File: config.mk
export PLATFORM = sky130hd
export DESIGN_NAME = oclib_ram_fifo_flat
export DESIGN_NICKNAME = d
export VERILOG_FILES = /design/src/rtl/oclib_ram_fifo_pkg.sv /design/src/rtl/oclib_ram_fifo_if.sv /design/src/rtl/oclib_ram_fifo_ram1r1w.sv /design/src/rtl/oclib_ram_fifo.sv /design/src/flat_wrapper.sv
export SDC_FILE = /design/constraint.sdc
export NUM_CORES = 1
export LEC_CHECK = 0
export BUFFER_PORTS_ARGS = -buffer_cell sky130_fd_sc_hd__buf_2
export CAP_MARGIN = 20
export CORE_AREA = 2 2 339 341
export CTS_CLUSTER_SIZE = 14
export DETAILED_ROUTE_END_ITERATION = 7
export DIE_AREA = 0 0 341 343
export PLACE_DENSITY_LB_ADDON = 0.08
export SYNTH_ARGS = -nofsm -noshare
export SYNTH_HDL_FRONTEND = slang
export SYNTH_SLANG_ARGS = --single-unit
File: constraint.sdc
create_clock -name clock -period 10.3 [get_ports clock]
set_clock_uncertainty 0.2 [all_clocks]
set_input_delay 2.06 -clock clock [delete_from_list [all_inputs] [get_ports clock]]
set_output_delay 2.06 -clock clock [all_outputs]
set_load 0.02 [all_outputs]
File: src/rtl/oclib_ram_fifo_pkg.sv
// Shared sizing helpers for RAM-backed queues: output skid depth and occupancy counter width.
package oclib_ram_fifo_pkg;

  // One skid slot per RAM read pipeline stage, plus one for the registered read request.
  function automatic int skid_depth(input int latency);
    return latency + 1;
  endfunction

  function automatic int count_width(input int capacity);
    return $clog2(capacity + 1);
  endfunction

endpackage

File: src/rtl/oclib_ram_fifo_if.sv
// Valid/ready streaming bundle for oclib_ram_fifo: write side (in*) and read side (out*).
interface oclib_ram_fifo_if #(
  parameter type DataType = logic [31:0]
);
  DataType inData;
  logic    inValid;
  logic    inReady;
  DataType outData;
  logic    outValid;
  logic    outReady;

  modport master (output inData, inValid, outReady, input inReady, outData, outValid);
  modport slave  (input inData, inValid, outReady, output inReady, outData, outValid);
endinterface

File: src/rtl/oclib_ram_fifo_ram1r1w.sv
// One-write one-read synchronous RAM with a Latency-stage read pipeline; contents are never reset.
module oclib_ram1r1w #(
  parameter int  Width    = 32,
  parameter type DataType = logic [Width-1:0],
  parameter int  Depth    = 32,
  parameter int  Latency  = 1,
  parameter      Macro    = "auto",
  localparam int AddrW    = $clog2(Depth)
) (
  input  logic             clock,
  input  logic             write,
  input  logic [AddrW-1:0] writeAddress,
  input  DataType          writeData,
  input  logic             read,
  input  logic [AddrW-1:0] readAddress,
  output DataType          readData
);

  // Hard macros hold their output between reads; the behavioural model samples every cycle.
  localparam bit HoldOutput = (Macro != "auto");

  DataType mem  [Depth];
  DataType pipe [Latency];

  always_ff @(posedge clock) begin
    if (write) mem[writeAddress] <= writeData;
  end

  always_ff @(posedge clock) begin
    if (read || !HoldOutput) pipe[0] <= mem[readAddress];
    for (int i = 1; i < Latency; i++) pipe[i] <= pipe[i-1];
  end

  assign readData = pipe[Latency-1];

endmodule

File: src/rtl/oclib_ram_fifo.sv
// Single-clock FIFO built on oclib_ram1r1w with a flop skid buffer hiding the RAM read latency.
// Define OCLIB_RAM_FIFO_COUNT_EN to enable the registered occupancy output `count`.
module oclib_ram_fifo
  import oclib_ram_fifo_pkg::*;
#(
  parameter int  Width      = 32,
  parameter type DataType   = logic [Width-1:0],
  parameter int  Depth      = 32,
  parameter int  Latency    = 1,
  parameter      Macro      = "auto",
  localparam int SkidDepth  = skid_depth(Latency),
  localparam int Capacity   = Depth + SkidDepth,
  localparam int CountWidth = count_width(Capacity)
) (
  input  logic                  clock,
  input  logic                  reset,
  oclib_ram_fifo_if.slave       fifo_if,
  output logic [CountWidth-1:0] count
);

  localparam int AddrW    = $clog2(Depth);
  localparam int RamCntW  = AddrW + 1;
  localparam int SkidCntW = $clog2(SkidDepth + 1);
  localparam int SkidIdxW = $clog2(SkidDepth);

  logic [AddrW-1:0]    wr_ptr, rd_ptr, rd_addr_q;
  logic [RamCntW-1:0]  ram_count, ram_count_next;
  logic                in_ready_q, push, issue, rd_req_q;
  logic [Latency-1:0]  inflight;
  logic [SkidCntW-1:0] inflight_count, skid_count;
  logic [SkidIdxW-1:0] skid_wr_idx;
  logic                skid_push, skid_pop;
  DataType             rd_data;
  DataType             skid_mem [SkidDepth];

  assign push      = fifo_if.inValid & in_ready_q;
  assign skid_push = inflight[Latency-1];
  assign skid_pop  = fifo_if.outValid & fifo_if.outReady;

  // The registered read request counts as in flight so the skid can always absorb every issued read.
  always_comb begin
    inflight_count = SkidCntW'(rd_req_q);
    for (int i = 0; i < Latency; i++) inflight_count += SkidCntW'(inflight[i]);
  end

  assign issue = (ram_count != '0) && ((int'(inflight_count) + int'(skid_count)) < SkidDepth);

  always_comb begin
    ram_count_next = ram_count;
    if (push && !issue)      ram_count_next = ram_count + 1'b1;
    else if (!push && issue) ram_count_next = ram_count - 1'b1;
  end

  always_ff @(posedge clock or posedge reset) begin
    if (reset) begin
      wr_ptr     <= '0;
      rd_ptr     <= '0;
      rd_addr_q  <= '0;
      ram_count  <= '0;
      in_ready_q <= 1'b0;
      rd_req_q   <= 1'b0;
      inflight   <= '0;
    end else begin
      if (push)  wr_ptr <= wr_ptr + 1'b1;
      if (issue) rd_ptr <= rd_ptr + 1'b1;
      rd_req_q   <= issue;
      rd_addr_q  <= rd_ptr;
      ram_count  <= ram_count_next;
      in_ready_q <= ram_count_next < RamCntW'(Depth);
      inflight   <= Latency'({inflight, rd_req_q});
    end
  end

  oclib_ram1r1w #(
    .Width    (Width),
    .DataType (DataType),
    .Depth    (Depth),
    .Latency  (Latency),
    .Macro    (Macro)
  ) u_ram (
    .clock        (clock),
    .write        (push),
    .writeAddress (wr_ptr),
    .writeData    (fifo_if.inData),
    .read         (rd_req_q),
    .readAddress  (rd_addr_q),
    .readData     (rd_data)
  );

  // Shifting skid: the head always sits in slot 0 so outData is a plain flop output.
  assign skid_wr_idx = SkidIdxW'(skid_count - SkidCntW'(skid_pop));

  always_ff @(posedge clock or posedge reset) begin
    if (reset) begin
      skid_count <= '0;
      for (int i = 0; i < SkidDepth; i++) skid_mem[i] <= '0;
    end else begin
      if (skid_pop) begin
        for (int i = 0; i < SkidDepth - 1; i++) skid_mem[i] <= skid_mem[i+1];
      end
      if (skid_push) skid_mem[skid_wr_idx] <= rd_data;
      if (skid_push && !skid_pop)      skid_count <= skid_count + 1'b1;
      else if (!skid_push && skid_pop) skid_count <= skid_count - 1'b1;
    end
  end

  assign fifo_if.inReady  = in_ready_q;
  assign fifo_if.outValid = (skid_count != '0);
  assign fifo_if.outData  = skid_mem[0];

`ifdef OCLIB_RAM_FIFO_COUNT_EN
  always_ff @(posedge clock or posedge reset) begin
    if (reset) count <= '0;
    else       count <= CountWidth'(ram_count) + CountWidth'(inflight_count) + CountWidth'(skid_count);
  end
`else
  assign count = '0;
`endif

`ifdef SIMULATION
  always_ff @(posedge clock) begin
    if (!reset && fifo_if.inValid && !fifo_if.inReady)
      $error("oclib_ram_fifo: push attempted while full");
  end
`endif

endmodule
File: src/flat_wrapper.sv
// flat-port wrapper written by rule: the top's interface ports become plain ports
module oclib_ram_fifo_flat import oclib_ram_fifo_pkg::*;
#(
  parameter int  Width      = 32,
  parameter type DataType   = logic [Width-1:0],
  parameter int  Depth      = 32,
  parameter int  Latency    = 1,
  parameter      Macro      = "    ",
  localparam int SkidDepth  = skid_depth(Latency),
  localparam int Capacity   = Depth + SkidDepth,
  localparam int CountWidth = count_width(Capacity)
)
  (clock, reset, count, fifo_if_inData, fifo_if_inValid, fifo_if_outReady, fifo_if_inReady, fifo_if_outData, fifo_if_outValid);
  oclib_ram_fifo_if #(.DataType(DataType)) fifo_if_i ();
  input  logic clock;
  input  logic reset;
  output logic [CountWidth-1:0] count;
  input wire logic [$bits(fifo_if_i.inData)-1:0] fifo_if_inData;
  input wire logic [$bits(fifo_if_i.inValid)-1:0] fifo_if_inValid;
  input wire logic [$bits(fifo_if_i.outReady)-1:0] fifo_if_outReady;
  output wire logic [$bits(fifo_if_i.inReady)-1:0] fifo_if_inReady;
  output wire logic [$bits(fifo_if_i.outData)-1:0] fifo_if_outData;
  output wire logic [$bits(fifo_if_i.outValid)-1:0] fifo_if_outValid;
  assign fifo_if_i.inData = fifo_if_inData;
  assign fifo_if_i.inValid = fifo_if_inValid;
  assign fifo_if_i.outReady = fifo_if_outReady;
  assign fifo_if_inReady = fifo_if_i.inReady;
  assign fifo_if_outData = fifo_if_i.outData;
  assign fifo_if_outValid = fifo_if_i.outValid;
  oclib_ram_fifo #(.Width(Width), .DataType(DataType), .Depth(Depth), .Latency(Latency), .Macro(Macro)) u_core (.clock(clock), .reset(reset), .fifo_if(fifo_if_i), .count(count));
endmodule
==> results of run 1 <==
## metal layers
metal  vias to the layer above  part of all wire (%)  global-route usage [%]
met1                     11900                    45                    28.0
met2                       573                    47                    32.0
met3                       158                   5.1                    3.44
li1                      10400                     -                       -
met5                         -                     0                       0
met4                         0                   3.0                    6.86
## flip-flops by register name (all words and copies together), names as in the netlist, 2 cells and up, named ones only
signal / flops
u_core.fifo_if.outData: 32
u_core.ram_count: 5
u_core.rd_ptr: 5
u_core.rd_addr_q: 5
u_core.u_ram.mem: 1024
u_core.u_ram.pipe: 32
u_core.wr_ptr: 5
u_core.skid_count: 2
## cell usage after synthesis (all sizes together)
| cell | instances |
|---|---|
| and4 | 1 |
| mux2 | 34 |
| dfrtp | 90 |
| nor2b | 3 |
| a211oi | 3 |
| or2 | 4 |
| nand3 | 101 |
| a21o | 2 |
| edfxtp | 1056 |
| xnor2 | 7 |
| a21oi | 134 |
| conb | 1 |
| nor3 | 34 |
| nand2b | 3 |
| xor2 | 3 |
| a2111oi | 1 |
| buf | 137 |
| or3 | 1 |
| clkinv | 1 |
| nand3b | 2 |
| mux2i | 545 |
| or3b | 1 |
| a22o | 64 |
| a22oi | 97 |
| nand2 | 115 |
| nor2 | 73 |
| ha | 11 |
| o31ai | 1 |
| clkbuf | 47 |
| nor3b | 2 |
| a31oi | 33 |
| o21ai | 7 |
| nand4 | 5 |
| and2 | 1 |
| inv | 9 |
## where the power goes
part	switching (W)	total, W	internal, W
Clock	0.00178	0.00430	0.00252
Sequential	0.000327	0.00594	0.00561
Combinational	0.00277	0.00422	0.00145
## cell type report
type / count / area (sq um) / share of cell area [%]
inverters: 10 / 40.0 / 0.0782
multi-input cells: 1294 / 10200 / 19.9
well taps: 1512 / 1890 / 3.69
diodes: 1 / 2.50 / 0.00489
repair buffers: 120 / 1210 / 2.36
flip-flops and latches: 1146 / 34000 / 66.3
clock buffers: 150 / 3210 / 6.26
clock inverters: 76 / 712 / 1.39
## stage by stage
step	cell area [sq um]	util [%]	setup WS (ps)	hold WS, ps	cells
4_1_cts	51000	45.0	5980	208	4298
3_3_place_gp	46700	41.1	5290	188	4054
6_report	51200	45.2	5930	204	4309
2_1_floorplan	45000	-	5700	173	2634
3_5_place_dp	47100	41.5	5300	189	4072
5_1_grt	51200	45.2	5740	230	4308
## worst paths after layout
path                                               start                              endpoint  slack [ps]  cells past startpoint
setup / recovery           u_core.rd_addr_q[1]$_DFF_PP0_    u_core.u_ram.pipe[0][29]$_DFFE_PP_        5930                      7
hold / removal              u_core.rd_ptr[4]$_DFFE_PP0P_         u_core.rd_addr_q[4]$_DFF_PP0_         200                      0
setup reg to reg           u_core.rd_addr_q[1]$_DFF_PP0_    u_core.u_ram.pipe[0][29]$_DFFE_PP_        5930                      7
hold reg to reg             u_core.rd_ptr[4]$_DFFE_PP0P_         u_core.rd_addr_q[4]$_DFF_PP0_         200                      0
max in group asynchronous                          reset  u_core.fifo_if.outData[18]$_DFF_PP0_        7500                      3
min in group asynchronous                          reset             u_core.rd_req_q$_DFF_PP0_        1100                      2
## cell families (layout without fill, tap and decap cells)
| group | Yosys count | in the layout | share of synthesized area (%) |
|---|---|---|---|
| and+or+nand+nor | 346 | 346 | 3.45 |
| AOI/OAI and AO/OA | 342 | 342 | 5.05 |
| buffers and inverters | 194 | 356 | 2.58 |
| xor gates and xnor gates | 10 | 10 | 0.195 |
| other | 1 | 7 | 0.00833 |
| muxes | 579 | 579 | 13.0 |
| adders and majority gates | 11 | 11 | 0.306 |
| DFF | 1146 | 1146 | 75.4 |
==> run_results.csv, run 1 <==
group,metric,value,unit
outcome,outcome,"completed",
setup_path,slowest_delay,940,ps
setup_path,cp_num_buf_inv,2,
synthesis,synth.area.top_cells,"edfxtp_1 (70%), mux2i_1 (12%), dfrtp_1 (5.0%)",
setup_path,worstSetupPathType,"reg2reg",
die,dieArea,117000,sq um
die,start_util,39.7,%
flow_run,drv_cap,0,
sta,slew-limit-headroom,28.9,%
die,num_rows,124,
routing,post-route-drc-count,0,
synthesis,synth_top_cell_by_area,"edfxtp_1",
hold_path,min_path_type,"reg2reg",
synthesis,mappedNetlistArea,45000,sq um
sta,finalSetupViolations,0,
synthesis,synth_top_cell_area_share,70.4,%
synthesis,synthCells,2629,
routing,vias_per_cell,5.34,
synthesis,synth_seq_area_share,75.4,%
global_routing,grt_pass1_vias,23100,
routing,drt_pass1_iterations,7,
clock_network,cts-buffers-inserted,121,
global_routing,track_usage,20.1,%
synthesis,yosysUniqueCellTypes,42,
global_routing,grt_overflow_total,0,
sta,worst_pin_slew,1070,ps
setup_path,crit_fanout,112,
routing,num_vias,23000,
cells_and_area,layout-drive-gt1-share,13.9,%
sta,rsz0062_at_grt,"false",
clock_network,clkLatencyLatePin,710,ps
clock_network,clock_path_buffers,3,
power,pwr_density_cell,282,nW/um^2
clock_network,cts-root-buf,"clkbuf_16",
die,core,113000,sq um
placed_design,io_buffers,69,
routing,wl_per_cell,27.3,microns
setup_path,crit_family,"buffers and inverters",
die,die_x,341,microns
cells_and_area,final_cell_mix,"edfxtp_1 (1056), mux2i_1 (545), a21oi_1 (134)",
routing,drt_wl_total,118000,microns
clock_network,cts.clk_slew.worst_paths,60,ps
placed_design,place_congestion,0.815,
power,ir_drop,0.302,mV
sta,min_period,4370,ps
global_routing,grt_antenna_before_repair,4,
synthesis,ys_ff_latch,1146,
synthesis,ys_warn_count,0,
setup_path,cp-end-kind,"flip-flop",
power,power.leakage,18.0,nW
sta,drv_slew,0,
setup_path,start_kind,"flip-flop",
setup_path,path_cells,"buf_4 > buf_12 > mux2i_1 > a22o_1 > nor3_1 > a31oi_1 > nand3_1",
die,io_pins,76,
setup_path,cp_data_required_time,10670,ps
routing,drt-initial-drc-count,1847,
placed_design,hpwl,70700,microns
clock_network,clock-sinks,1146,
setup_path,worstPathArrival,4740,ps
cells_and_area,fill_cells,9789,
sta,hold_viol,0,
cells_and_area,nNetsFinal,2740,
setup_path,slowest_stage,"dfrtp_4",
clock_network,cts_setup_buffers,0,
sta,setup-tns-final,0,ps
clock_network,cts-htree-levels,3,
cells_and_area,final_common_cell,"edfxtp_1",
clock_network,cts_resized,0,
sta,fmax,229,MHz
clock_network,cts_tree,"done",
global_routing,grt_pass1_wl,168000,microns
global_routing,grt_max_degree,129,
cells_and_area,area_growth,13.8,%
power,finalPower,0.0145,W
routing,detail-route-antenna-nets,0,
sta,min_period_over_period,42.4,%
clock_network,hold_buffers,0,
die,die_h,343,microns
synthesis,avgSynthCellArea,17.1,sq um
(Power assumes the default switching activity.)
==> run 2, diff against run 1 <==
Clock period 10.3 ns to 4.1 ns, I/O delays scaled along.
==> run 2 against run 1 <==
Effect of this change: largest power group unchanged; hold slack lost 140 ps; critical path depth grew 6; design area grew 0.32%; routed wire length grew 4.1%; non-clock buffer count grew 73.
==> run_results.csv, run 2 (synthesis gave the netlist of run 1 again) <==
group,metric,value,unit
cells_and_area,fill_cells,9790,
setup_path,worstPathArrival,3550,ps
clock_network,cts-buffers-inserted,119,
cells_and_area,n_antenna_cell,0,
cells_and_area,area_growth,14.1,%
global_routing,grt_overflow_total,0,
die,die_x,341,microns
routing,drt-initial-drc-count,1907,
global_routing,grt_max_degree,66,
cells_and_area,nNetsFinal,2811,
setup_path,cp_data_required_time,4470,ps
placed_design,io_buffers,69,
clock_network,clock_path_buffers,3,
setup_path,start_kind,"flip-flop",
sta,rsz0062_at_grt,"false",
setup_path,slowest_delay,460,ps
placed_design,hpwl,74900,microns
sta,slew-limit-headroom,29.3,%
sta,drv_slew,0,
clock_network,clock-sinks,1146,
routing,drt_wl_total,122000,microns
die,num_rows,124,
clock_network,cts-htree-levels,3,
cells_and_area,final_common_cell,"edfxtp_1",
clock_network,cts_setup_buffers,0,
setup_path,worstSetupPathType,"reg2reg",
setup_path,cp-end-kind,"flip-flop",
die,start_util,39.7,%
power,finalPower,0.0366,W
routing,drt_pass1_iterations,5,
clock_network,cts_resized,0,
routing,wl_per_cell,28.0,microns
global_routing,track_usage,20.9,%
cells_and_area,post-route-util,45.3,%
cells_and_area,largest_register_ffs,1024,
cells_and_area,final_cell_mix,"edfxtp_1 (1056), mux2i_1 (545), a21oi_1 (134)",
die,dieArea,117000,sq um
global_routing,grt_pass1_wl,175000,microns
cells_and_area,regMostFlops,"u_core.u_ram.mem",
sta,setup-tns-final,0,ps
routing,vias_per_cell,5.41,
die,die_h,343,microns
routing,post-route-drc-count,0,
clock_network,cts_tree,"done",
clock_network,cts.clk_slew.worst_paths,60,ps
flow_run,drv_cap,0,
hold_path,min_path_type,"in2async",
die,core,113000,sq um
power,ir_drop,0.414,mV
setup_path,crit_fanout,12,
sta,worst_pin_slew,1060,ps
outcome,outcome,"completed",
global_routing,grt_pass1_vias,23900,
setup_path,crit_family,"simple AND/OR/NAND/NOR gates",
setup_path,slowest_stage,"dfrtp_1",
clock_network,clkLatencyLatePin,710,ps
routing,detail-route-antenna-nets,0,
power,power.leakage,18.2,nW
placed_design,place_congestion,0.800,
sta,hold-worst-slack,61.4,ps
global_routing,grt_antenna_before_repair,7,
clock_network,cts-root-buf,"clkbuf_16",
sta,min_period,3180,ps
sta,finalSetupViolations,0,
die,io_pins,76,
sta,hold_viol,0,
sta,fmax,315,MHz
clock_network,hold_buffers,0,
sta,min_period_over_period,77.5,%
routing,num_vias,23700,
cells_and_area,layout-drive-gt1-share,15.5,%
setup_path,path_cells,"inv_1 > ha_1 > nor3b_2 > nor3b_2 > a2111oi_4 > buf_4 > inv_1 > ha_1 > nand2b_1 > a21oi_1 > a211oi_1 > a31oi_1 > mux2_2",
power,pwr_density_cell,712,nW/um^2
setup_path,cp_num_buf_inv,3,
-- run 2: cell type report --
cell class | instances | area, sq um | area share, %
inverter | 10 | 40.0 | 0.0779
multi-input combinational | 1294 | 10200 | 19.8
clock inverter | 61 | 432 | 0.840
timing repair buffer | 193 | 1640 | 3.19
clock buffer | 161 | 3230 | 6.28
sequential | 1146 | 34000 | 66.1
tap | 1512 | 1890 | 3.68
-- run 2: layer usage --
metal	up-vias	track usage [%]	wire length (microns)
li1	10500	-	-
met1	12400	28.6	54200
met2	629	34.1	58500
met3	172	3.35	6160
met4	4	6.84	3580
met5	-	0	27
-- run 2: worst paths after layout --
path	from	endpoint	slack, ps	cells past startpoint
max	u_core.ram_count[0]$_DFFE_PP0P_	flip-flop	920	13
min	reset	u_core.fifo_if.inReady$_DFF_PP0_	60	2
max reg2reg	u_core.ram_count[0]$_DFFE_PP0P_	flip-flop	920	13
min reg2reg	u_core.rd_ptr[4]$_DFFE_PP0P_	u_core.rd_addr_q[4]$_DFF_PP0_	200	0
max in group asynchronous	reset	async pin	2800	3
min in group clock	u_core.rd_ptr[4]$_DFFE_PP0P_	u_core.rd_addr_q[4]$_DFF_PP0_	200	0
-- run 2: power breakdown --
group	leakage, nW	switching [W]	internal (W)
Combinational	5.79	0.00728	0.00420
Sequential	10.6	0.000806	0.0141
Clock	1.80	0.00440	0.00579
-- run 2: stage by stage --
| stage | instance area (sq um) | setup slack [ps] | instances |
|---|---|---|---|
| floorplan | 45000 | 745 | 2634 |
| finish | 51400 | 923 | 4377 |
| detailed placement | 47700 | 950 | 4155 |
| global placement | 47700 | 846 | 4153 |
| CTS | 51400 | 934 | 4377 |
| global route | 51400 | 718 | 4377 |
==> run 3, diff against run 2 <==
Clock period 4.1 ns to 3.28 ns, I/O delays scaled along.
==> run 3 against run 2 <==
Effect of this change: sequential cell count is the same; power is 24% higher; sequential power rose by 24%; design area grew 0.19%; routed wire length shrank 4.2%; critical path depth decreased by 1; utilization increased by 0.084 points; die area did not move; via count fell by 0.73%; clock power increased by 28%; fmax grew 4.3%; first-iteration DRC count rose by 15%.
==> run_results.csv, run 3 (synthesis gave the netlist of run 1 again) <==
group,metric,value,unit
die,die_x,341,microns
setup_path,worstSetupPathType,"reg2reg",
cells_and_area,final_common_cell,"edfxtp_1",
placed_design,place_congestion,0.820,
cells_and_area,fill_cells,9758,
clock_network,cts.clk_slew.worst_paths,60,ps
sta,drv_slew,0,
clock_network,cts_tree,"done",
global_routing,grt_antenna_before_repair,0,
sta,rsz0062_at_grt,"false",
cells_and_area,layout-drive-gt1-share,15.0,%
power,finalPower,0.0454,W
sta,slew-limit-headroom,29.6,%
placed_design,io_buffers,69,
cells_and_area,n_antenna_cell,0,
routing,drt_wl_total,117000,microns
setup_path,reg2regPathDepth,12,
routing,post-route-drc-count,0,
hold_path,holdPathStages,0,
cells_and_area,final_cell_mix,"edfxtp_1 (1056), mux2i_1 (545), a21oi_1 (134)",
cells_and_area,area_growth,14.4,%
routing,drt_pass1_iterations,5,
die,die_h,343,microns
setup_path,cp_num_buf_inv,2,
sta,finalSetupViolations,0,
routing,detail-route-antenna-nets,0,
routing,wl_per_cell,26.9,microns
setup_path,start_kind,"flip-flop",
global_routing,grt_max_degree,59,
die,core,113000,sq um
power,power.leakage,18.2,nW
routing,drt-initial-drc-count,2185,
cells_and_area,fin_area,51500,sq um
global_routing,grt_pass1_wl,169000,microns
sta,min_period_over_period,92.9,%
clock_network,clock_path_buffers,3,
placed_design,hpwl,71300,microns
clock_network,clock-sinks,1146,
die,start_util,39.7,%
setup_path,cp_data_required_time,3660,ps
flow_run,drv_cap,0,
sta,min_period,3050,ps
cells_and_area,largest_register_ffs,1024,
setup_path,worstPathArrival,3430,ps
power,ir_drop,0.661,mV
clock_network,clkLatencyLatePin,710,ps
clock_network,cts-root-buf,"clkbuf_16",
sta,hold_viol,0,
clock_network,cts-htree-levels,3,
sta,worst_pin_slew,1050,ps
sta,setup-tns-final,0,ps
routing,vias_per_cell,5.39,
setup_path,slowest_stage,"dfrtp_1",
setup_path,crit_fanout,12,
global_routing,grt_overflow_total,0,
sta,setup_slack,233,ps
setup_path,path_depth,12,
die,dieArea,117000,sq um
cells_and_area,regArea,34000,sq um
cells_and_area,regMostFlops,"u_core.u_ram.mem",
clock_network,cts-buffers-inserted,120,
setup_path,path_cells,"inv_1 > ha_1 > nor3b_2 > nor3b_2 > a2111oi_4 > inv_1 > ha_1 > nand2b_1 > a21oi_1 > a211oi_1 > a31oi_1 > mux2_2",
routing,num_vias,23500,
cells_and_area,nNetsFinal,2800,
placed_design,pre_cts_slack,321,ps
placed_design,placed_cell_area,47700,sq um
setup_path,cp-end-kind,"flip-flop",
global_routing,grt_pass1_vias,23700,
die,io_pins,76,
setup_path,crit_family,"simple AND/OR/NAND/NOR gates",
clock_network,cts_setup_buffers,0,
global_routing,track_usage,19.9,%
power,pwr_density_cell,883,nW/um^2
sta,fmax,328,MHz
hold_path,min_path_type,"reg2reg",
outcome,outcome,"completed",
setup_path,slowest_delay,460,ps
cells_and_area,multi_input_area,10200,sq um
die,num_rows,124,
[run 3: stage by stage]
| step | util, % | hold WS (ps) | std cells |
|---|---|---|---|
| after floorplan | - | 173 | 2634 |
| after global placement | 42.0 | 192 | 4138 |
| after detailed placement | 42.1 | 201 | 4142 |
| after CTS | 45.4 | 216 | 4365 |
| after global routing | 45.4 | 232 | 4365 |
| final | 45.4 | 213 | 4365 |
[run 3: worst paths after layout]
| kind | start | end | slack, ps |
|---|---|---|---|
| max in group asynchronous | reset | async pin | 1850 |
| max reg2reg | u_core.ram_count[0]$_DFFE_PP0P_ | flip-flop | 230 |
| min reg2reg | u_core.rd_ptr[4]$_DFFE_PP0P_ | u_core.rd_addr_q[4]$_DFF_PP0_ | 210 |
| min in group asynchronous | reset | u_core.fifo_if.outData[7]$_DFF_PP0_ | 350 |
| max | u_core.ram_count[0]$_DFFE_PP0P_ | flip-flop | 230 |
| min | u_core.rd_ptr[4]$_DFFE_PP0P_ | u_core.rd_addr_q[4]$_DFF_PP0_ | 210 |
[run 3: area by class of cell]
type	count	share of cell area (%)
sequential	1146	66.0
tap	1512	3.67
clock buffer	158	6.19
multi-input combinational	1294	19.8
timing repair buffer	181	3.14
clock inverter	64	1.15
inverter	10	0.0778
[run 3: routing by layer]
metal  track usage, %  part of all wire [%]  routed length [microns]  up-vias
met3             2.75                   5.2                     6130      140
met2             31.3                    46                    54000      666
met5                0                     0                        0        -
met1             29.1                    47                    54700    12200
met4             5.48                   2.1                     2520        0
li1                 -                     -                        -    10500
[run 3: report_power, final]
group	internal (W)	leakage [nW]	total (W)	switching (W)
Combinational	0.00505	5.76	0.0138	0.00878
Sequential	0.0176	10.6	0.0185	0.000830
Clock	0.00758	1.85	0.0131	0.00555
[run 3: timing repair]
| action | in CTS | in global routing |
|---|---|---|
| hold buffers | 1 | 0 |
| hold endpoints to repair | 36 | 0 |
| gates resized for setup | 0 | 0 |
